===== src/rtl/counter_hex_display_if.sv =====
`default_nettype none
// ============================================================================
// Module      : counter_hex_display_if
// Description : Signal bundle between the upstream 4-bit counter / display
//               consumer and counter_hex_display.
//               master : drives QN, CO, UPDN, CLR_HI; observes HI, WRAP, SEG, AN
//               slave  : the display stage itself
// Revision    : 1.0 - initial release
// ============================================================================
interface counter_hex_display_if;
    logic [3:0] QN;      // low nibble from upstream counter
    logic       CO;      // upstream carry/borrow, level
    logic       UPDN;    // upstream direction: 1 = up, 0 = down
    logic       CLR_HI;  // synchronous clear of the high nibble
    logic [3:0] HI;      // extended high nibble
    logic       WRAP;    // one-cycle pulse when HI wraps
    logic [6:0] SEG;     // {g,f,e,d,c,b,a}, active-low
    logic [1:0] AN;      // digit enables, active-low

    modport master (
        output QN, CO, UPDN, CLR_HI,
        input  HI, WRAP, SEG, AN
    );

    modport slave (
        input  QN, CO, UPDN, CLR_HI,
        output HI, WRAP, SEG, AN
    );
endinterface
`default_nettype wire


===== src/rtl/counter_hex_display.sv =====
`default_nettype none
// ============================================================================
// Module      : counter_hex_display
// Description : Downstream stage of a 4-bit up/down counter. Extends the count
//               with a high nibble driven by CO rising edges and scans the
//               pair {HI, QN} onto a 2-digit, active-low 7-segment display.
// Ports       : CLK  - system clock, rising edge
//               MR   - asynchronous active-high master reset
//               bus  - counter_hex_display_if.slave
//                      QN/CO/UPDN/CLR_HI in, HI/WRAP/SEG/AN out
// Parameters  : SCAN_DIV - clock cycles each digit is held (2..255)
// Build macro : LEAD_BLANK_EN - when defined, the high digit is blanked while
//               HI == 0; the low digit is never blanked.
// Revision    : 1.0 - initial release
// ============================================================================
module counter_hex_display #(
    parameter int SCAN_DIV = 4
) (
    input  wire logic            CLK,
    input  wire logic            MR,
    counter_hex_display_if.slave bus
);

    localparam int         c_PRE_W   = 8;
    localparam [c_PRE_W-1:0] c_PRE_LAST = c_PRE_W'(SCAN_DIV - 1);
    localparam [6:0]       c_SEG_OFF = 7'h7F;
    localparam [1:0]       c_AN_OFF  = 2'b11;
    localparam [1:0]       c_AN_LO   = 2'b10;
    localparam [1:0]       c_AN_HI   = 2'b01;

    // Hex to active-low {g..a} segment pattern
    function automatic logic [6:0] f_decode(input logic [3:0] v);
        logic [6:0] s;
        case (v)
            4'h0:    s = 7'h40;
            4'h1:    s = 7'h79;
            4'h2:    s = 7'h24;
            4'h3:    s = 7'h30;
            4'h4:    s = 7'h19;
            4'h5:    s = 7'h12;
            4'h6:    s = 7'h02;
            4'h7:    s = 7'h78;
            4'h8:    s = 7'h00;
            4'h9:    s = 7'h10;
            4'hA:    s = 7'h08;
            4'hB:    s = 7'h03;
            4'hC:    s = 7'h46;
            4'hD:    s = 7'h21;
            4'hE:    s = 7'h06;
            default: s = 7'h0E;
        endcase
        return s;
    endfunction

    logic [3:0]         r_q;
    logic               r_co_d;
    logic [3:0]         r_hi;
    logic               r_wrap;
    logic [c_PRE_W-1:0] r_pre;
    logic               r_sel;
    logic [1:0]         r_an;
    logic [6:0]         r_seg;

    logic               w_ev;
    logic               w_tick;
    logic [1:0]         w_hi_an;
    logic [6:0]         w_hi_seg;

    // A CO held high yields only one event; CO high at reset release is an edge
    // because the history register comes out of reset at 0.
    assign w_ev   = bus.CO & ~r_co_d;
    assign w_tick = (r_pre == c_PRE_LAST);

    // Pattern loaded when the scan moves onto the high digit
    always_comb begin
        w_hi_an  = c_AN_HI;
        w_hi_seg = f_decode(r_hi);
`ifdef LEAD_BLANK_EN
        if (r_hi == 4'h0) begin
            w_hi_an  = c_AN_OFF;
            w_hi_seg = c_SEG_OFF;
        end
`endif
    end

    // Input sampling and high-nibble tracking
    always_ff @(posedge CLK or posedge MR) begin
        if (MR) begin
            r_q    <= 4'h0;
            r_co_d <= 1'b0;
            r_hi   <= 4'h0;
            r_wrap <= 1'b0;
        end else begin
            r_q    <= bus.QN;
            r_co_d <= bus.CO;
            if (bus.CLR_HI) begin
                // Clear wins; a coincident event is dropped, not deferred
                r_hi   <= 4'h0;
                r_wrap <= 1'b0;
            end else if (w_ev && bus.UPDN) begin
                r_hi   <= r_hi + 4'h1;
                r_wrap <= (r_hi == 4'hF);
            end else if (w_ev) begin
                r_hi   <= r_hi - 4'h1;
                r_wrap <= (r_hi == 4'h0);
            end else begin
                r_wrap <= 1'b0;
            end
        end
    end

    // Scan prescaler and registered digit drive. Select starts at 1 so the
    // first tick after reset lands on the low digit.
    always_ff @(posedge CLK or posedge MR) begin
        if (MR) begin
            r_pre <= '0;
            r_sel <= 1'b1;
            r_an  <= c_AN_OFF;
            r_seg <= c_SEG_OFF;
        end else begin
            if (w_tick) begin
                r_pre <= '0;
                r_sel <= ~r_sel;
                if (r_sel) begin
                    r_an  <= c_AN_LO;
                    r_seg <= f_decode(r_q);
                end else begin
                    r_an  <= w_hi_an;
                    r_seg <= w_hi_seg;
                end
            end else begin
                r_pre <= r_pre + 1'b1;
            end
        end
    end

    assign bus.HI   = r_hi;
    assign bus.WRAP = r_wrap;
    assign bus.SEG  = r_seg;
    assign bus.AN   = r_an;

endmodule
`default_nettype wire

===== src/flat_wrapper.sv =====
// flat-port wrapper written by rule: the top's interface ports become plain ports
module counter_hex_display_flat 
#(
    parameter int SCAN_DIV = 4
)
  (CLK, MR, bus_QN, bus_CO, bus_UPDN, bus_CLR_HI, bus_HI, bus_WRAP, bus_SEG, bus_AN);
  counter_hex_display_if bus_i ();
  input  wire logic CLK;
  input  wire logic MR;
  input wire logic [$bits(bus_i.QN)-1:0] bus_QN;
  input wire logic [$bits(bus_i.CO)-1:0] bus_CO;
  input wire logic [$bits(bus_i.UPDN)-1:0] bus_UPDN;
  input wire logic [$bits(bus_i.CLR_HI)-1:0] bus_CLR_HI;
  output wire logic [$bits(bus_i.HI)-1:0] bus_HI;
  output wire logic [$bits(bus_i.WRAP)-1:0] bus_WRAP;
  output wire logic [$bits(bus_i.SEG)-1:0] bus_SEG;
  output wire logic [$bits(bus_i.AN)-1:0] bus_AN;
  assign bus_i.QN = bus_QN;
  assign bus_i.CO = bus_CO;
  assign bus_i.UPDN = bus_UPDN;
  assign bus_i.CLR_HI = bus_CLR_HI;
  assign bus_HI = bus_i.HI;
  assign bus_WRAP = bus_i.WRAP;
  assign bus_SEG = bus_i.SEG;
  assign bus_AN = bus_i.AN;
  counter_hex_display #(.SCAN_DIV(SCAN_DIV)) u_core (.CLK(CLK), .MR(MR), .bus(bus_i));
endmodule

===== config.mk =====
export PLATFORM = sky130hd
export DESIGN_NAME = counter_hex_display_flat
export DESIGN_NICKNAME = d
export VERILOG_FILES = /design/src/rtl/counter_hex_display_if.sv /design/src/rtl/counter_hex_display.sv /design/src/flat_wrapper.sv
export SDC_FILE = /design/constraint.sdc
export NUM_CORES = 1
export LEC_CHECK = 0
export BUFFER_PORTS_ARGS = -buffer_cell sky130_fd_sc_hd__buf_2
export CAP_MARGIN = 20
export CELL_PAD_IN_SITES_DETAIL_PLACEMENT = 0
export CELL_PAD_IN_SITES_GLOBAL_PLACEMENT = 1
export CORE_MARGIN = 1.5
export CORE_UTILIZATION = 48
export DETAILED_ROUTE_END_ITERATION = 8
export GPL_ROUTABILITY_DRIVEN = 1
export PLACE_DENSITY_LB_ADDON = 0.1
export SYNTH_ARGS = -nofsm -noshare
export SYNTH_HDL_FRONTEND = slang
export SYNTH_SLANG_ARGS = --single-unit

===== constraint.sdc =====
create_clock -name CLK -period 5.69 [get_ports CLK]
set_clock_uncertainty 0.15 [all_clocks]
set_input_delay 0.569 -clock CLK [delete_from_list [all_inputs] [get_ports CLK]]
set_output_delay 0.569 -clock CLK [all_outputs]
set_load 0.01 [all_outputs]

After elaboration in Yosys (flattened, before gate mapping)
Memories as Yosys holds them, arrays and structs flattened. Index checks and enable logic that the tools add are counted.

Flip-flop bits (word level): 28. Latch bits: 0. Bits in writable memories: 0. Memory bits (read-only): 224. Output and inout port bits: 14. Word-level logic and storage cells: 30. Memories kept: 2.

Add/subtract/negate cells: 3. $mul: 0. Div/mod/pow operators: 0. $lt $le $gt $ge: 0. Equality and inequality tests: 2. Shift operators: 0. Muxes and demuxes: 9. Bitwise logic cells: 3. Reductions and logical operators: 3.

Memory list: (no name shown) (depth 16, bits a word 7, rd ports 1, clocked after memory_dff 0, write ports 0, line counter_hex_display.sv:34) `case (v)`; (no name shown) (depth 16, bits a word 7, rd ports 1, clocked after memory_dff 0, write ports 0, line counter_hex_display.sv:34).

Operator list (count): $mux W4 (3); $add A8 B1 Y8 const B (1); $eq A8 B2 Y1 const B (1); $mux W8 (1); $mux W7 (1); $add A4 B1 Y4 const B (1); $eq A4 B4 Y1 const B (1); $logic_not A4 Y1 (1); $sub A4 B1 Y4 const B (1); $mux W1 (3); $reduce_bool A3 Y1 (1); $mux W2 (1); $not A1 Y1 (2); $and A1 B1 Y1 (1); $logic_and A1 B1 Y1 (1).

Longest topological paths before layout
Depth in word-level cells: 5. Mapped depth: 8. Gate-level depth less buffers: 7.

Worst setup path before layout
No wires, ideal clock.

Path kind: input -> register. Start: in bus_CO. End: reg u_core.r_hi[3] (netlist: u_core.bus.HI[3]). Setup time: 128 ps. Arrival time: 2055 ps. Required time: 5412 ps. Path slack: 3358 ps. Stages on the path: 8. Cells stage by stage: nor2b_1 > buf_2 > nand2_1 > ha_1 > a21o_1 > a21oi_1 > mux2i_1 > mux2_1.

Word-level cells in the longest chain between the ends: 4. Elaborated cells on any way between the ends: 5. Classes of those cells: mux (2); bitwise (1); reduce/logical (2).

Ends and longest elaborated chain: from (decl) (line flat_wrapper.sv:11) `input wire logic [$bits(bus_i.CO)-1:0] bus_CO;`; $and A1 B1 Y1 * (line counter_hex_display.sv:71) `assign w_ev = bus.CO & ~r_co_d;`; $logic_and A1 B1 Y1 (line counter_hex_display.sv:100) `end else if (w_ev && bus.UPDN) begin`; $mux W4 (line counter_hex_display.sv:100); $mux W4 (line counter_hex_display.sv:96) `if (bus.CLR_HI) begin`; to (signal assigned) (line counter_hex_display.sv:101) `r_hi <= r_hi + 4'h1;`; to (signal assigned) (line counter_hex_display.sv:104) `r_hi <= r_hi - 4'h1;`; to (decl) (line counter_hex_display.sv:57) `logic [3:0] r_hi;`.

Mark *: on every way between the ends. The rest lies on a longest branch, timed or not. A chain may end at the register's enable or synchronous reset.

Worst setup path after layout
Start: reg u_core.r_co_d. End: reg u_core.r_hi[3] (netlist: u_core.bus.HI[3]).

Word-level cells in the longest chain between the ends: 5. Elaborated cells on any way between the ends: 6. Classes of those cells: mux (2); bitwise (2); reduce/logical (2).

Ends and longest elaborated chain: from (decl) (line counter_hex_display.sv:56) `logic r_co_d;`; from (signal assigned) (line counter_hex_display.sv:95) `r_co_d <= bus.CO;`; $not A1 Y1 * (line counter_hex_display.sv:71); $and A1 B1 Y1 * (line counter_hex_display.sv:71); $logic_and A1 B1 Y1 (line counter_hex_display.sv:100); $mux W4 (line counter_hex_display.sv:100); $mux W4 (line counter_hex_display.sv:96).

Marks and branches as above.

==> results.sh <==
export IMPL_nNetsFinal=204
export IMPL_p_leak_nw=0.897
export IMPL_core_um2=3390
export IMPL_via_per_inst=5.35
export IMPL_ios=23
export IMPL_routabilityCongestion=0.757
export IMPL_crit_slowest_cell="nor2b_1"
export IMPL_synth_edf_count=0
export IMPL_min_period_ps=2460
export IMPL_powerDensity_nw_per_um2=202
export IMPL_worst_slew_pin_slew_ps=549
export IMPL_h_tree_depth=1
export IMPL_peakVddDrop_mv=0.103
export IMPL_cp_arrival_ps=2540
export IMPL_syn_inst=160
export IMPL_cp_start_kind="flop"
export IMPL_cp_top_family="simple AND/OR/NAND/NOR gates"
export IMPL_die_area_um2=3940
export IMPL_post_cts_resized=0
export IMPL_status="complete, no violations"
export IMPL_final_layout_size_suffix_gt1_share_pct=24.7
export IMPL_final_common_cell="buf_2"
export IMPL_drv_cap=0
export IMPL_yosysSeqAreaShare_pct=40.1
export IMPL_clkLatencyLatePin_ps=330
export IMPL_io_buffers=22
export IMPL_yosysWarnings=0
export IMPL_min_period_over_period_pct=43.3
export IMPL_post_cts_buffers=0
export IMPL_place_hpwl_um=2280
export IMPL_total_power_mw=0.381
export IMPL_drtIter0Drc=50
export IMPL_cts_tree="built"
export IMPL_die_w_um=62.7
export IMPL_hold_class="primary input to async pin"
export IMPL_ant_nets=0
export IMPL_worst_path_buf_inv=0
export IMPL_rsz0062_at_grt="no"
export IMPL_synth_main_ff_cell="dfrtp_1"
export IMPL_yosysTopAreaCell="dfrtp_1"
export IMPL_avgSynthCellArea_um2=10.7
export IMPL_yosysTopAreaCellShare_pct=26.3
export IMPL_synth_seq_cells=27
export IMPL_top_layer="met4"
export IMPL_critPathCaptureType="flop"
export IMPL_fmax_mhz=406
export IMPL_synthDistinctLibCells=43
export IMPL_start_util_pct=50.5
export IMPL_crit_path_max_fanout=7
export IMPL_final_cell_mix="22 x buf_2, 18 x dfrtp_1, 15 x ha_1, 13 x nor2_1, 11 x nand2_1"
export IMPL_synth_nets=185
export IMPL_die_h_um=62.7
export IMPL_rows=21
export IMPL_dr_wl_met2_um=1540
export IMPL_grt_usage_pct=17.2
export IMPL_syn_to_final_growth_pct=10.1
export IMPL_postCtsHoldBufs=0
export IMPL_clock_path_buffers=2
export IMPL_routedWlPerCell_um=13.8
export IMPL_wl_met1_um=1440
export IMPL_cp_required_ps=5770
export IMPL_diodes=0
export IMPL_grt_first_pass_wirelength_um=5300
export IMPL_setup_tns_ps=0
export IMPL_wl_met3_um=87
export IMPL_crit_type="flop to flop"
export IMPL_fillerInstances=298
export IMPL_ys_async_sr_fraction_pct=100
export IMPL_grt_max_degree=28
export IMPL_cts_buffers=3
export IMPL_cp_cell_sequence="nor2b_1 > nand2_1 > ha_1 > a21o_1 > a21oi_1 > mux2i_1 > mux2_1"
export IMPL_antenna_found_initial=0
export IMPL_firstDrtPassIters=4
export IMPL_grt_overflow=0
export IMPL_slew_headroom_pct=63.4
export IMPL_drv_slew=0
export IMPL_path_clk_slew_ps=150
export IMPL_finalSetupViolCount=0
export IMPL_wl_um=3080
export IMPL_synthesis_area_um2=1710
export IMPL_hold_viol_final=0
export IMPL_placed_area_um2=1830
export IMPL_critical_path_max_stage_delay_ps=410
export IMPL_vias=1198
export IMPL_first_global_vias=1083
export IMPL_drc=0
export IMPL_clock_sinks=27
export IMPL_cts_root_buf="clkbuf_4"
export IMPL_design_area_um2=1890
export IMPL_synthTopCellsByArea="dfrtp_1 26%, dfstp_2 14%, ha_1 11%"
-- per-stage QoR --
stage               hold slack [ps]  worst slack, ps  utilization (%)  std cells
global placement                301             3010             53.9        219
finish                         5.27             3230             55.6        224
global route                   3.55             3060             55.6        224
floorplan                       293             3360                -        160
CTS                             158             3220             54.8        223
detailed placement              305             2900             53.9        219
-- area by class of cell --
class	count	area (um2)	area share (%)
Inverter	9	33.8	1.79
Timing Repair Buffer	23	138	7.30
Sequential cell	27	687	36.4
Multi-Input combinational cell	115	940	49.8
Tap cell	46	57.6	3.05
Clock buffer	3	22.5	1.19
Clock inverter	1	7.51	0.398
-- worst paths after layout --
path                                          startpoint                            end  slack [ps]  cells past startpoint
max                              u_core.r_co_d$_DFF_PP0_   u_core.bus.HI[3]$_DFFE_PP0P_        3230                      7
min                                                   MR      u_core.r_pre[2]$_DFF_PP0_           5                      2
max reg2reg                      u_core.r_co_d$_DFF_PP0_   u_core.bus.HI[3]$_DFFE_PP0P_        3230                      7
min reg2reg                u_core.bus.SEG[3]$_DFFE_PP1N_  u_core.bus.SEG[3]$_DFFE_PP1N_         320                      2
max in group asynchronous                             MR  u_core.bus.SEG[1]$_DFFE_PP1N_        4900                      3
min in group CLK                               bus_QN[3]        u_core.r_q[3]$_DFF_PP0_         180                      1
-- flip-flops by register name (all words and copies together), names as in the netlist --
| signal | cells |
|---|---|
| u_core.r_co_d | 1 |
| u_core.bus.SEG | 7 |
| u_core.bus.HI | 4 |
| u_core.r_pre | 8 |
| u_core.bus.WRAP | 1 |
| u_core.r_q | 4 |
| u_core.bus.AN | 2 |
-- per-layer routing --
metal | up-vias | GRT usage (%)
met5 | - | 0
met4 | 0 | 6.67
met3 | 2 | 1.62
met2 | 16 | 26.6
met1 | 583 | 25.0
li1 | 597 | -
-- Yosys cell counts (all sizes together) (2+ instances only) --
master  count
dfrtp      18
ha         15
nor2       13
nand2      11
dfstp       9
inv         9
mux2i       9
xnor2       8
buf         6
nand3       6
o31ai       6
a21oi       5
mux2        5
a211oi      3
clkbuf      3
nor2b       3
o21ai       3
a21o        2
a221oi      2
a31oi       2
and3        2
mux4        2
nand2b      2
o211a       2
or2         2
-- power breakdown --
group	internal, mW	total [mW]	switching (mW)
Combinational	0.0368	0.0747	0.0379
Clock	0.0269	0.0872	0.0603
Sequential	0.204	0.219	0.0151
-- cells by family (layout without fill, tap and decap cells) --
family	count (synthesis)	count (layout)	share of synthesized area, %
fa+ha+maj	16	16	12.1
simple gates	45	45	14.2
xor+xnor	9	9	4.60
flops	27	27	40.1
compound gates	29	29	12.7
mux	16	16	11.2
buf+inv	18	36	5.04
-- worst reg2reg max path, delay by kind of cell, from the launching register on --
kind,cells,cell delay (ps)
DFF,1,390
muxes,2,540
and+or+nand+nor,2,630
adders and majority gates,1,320
AOI/OAI and AO/OA,2,350
Power figures use the tool's default switching activity.
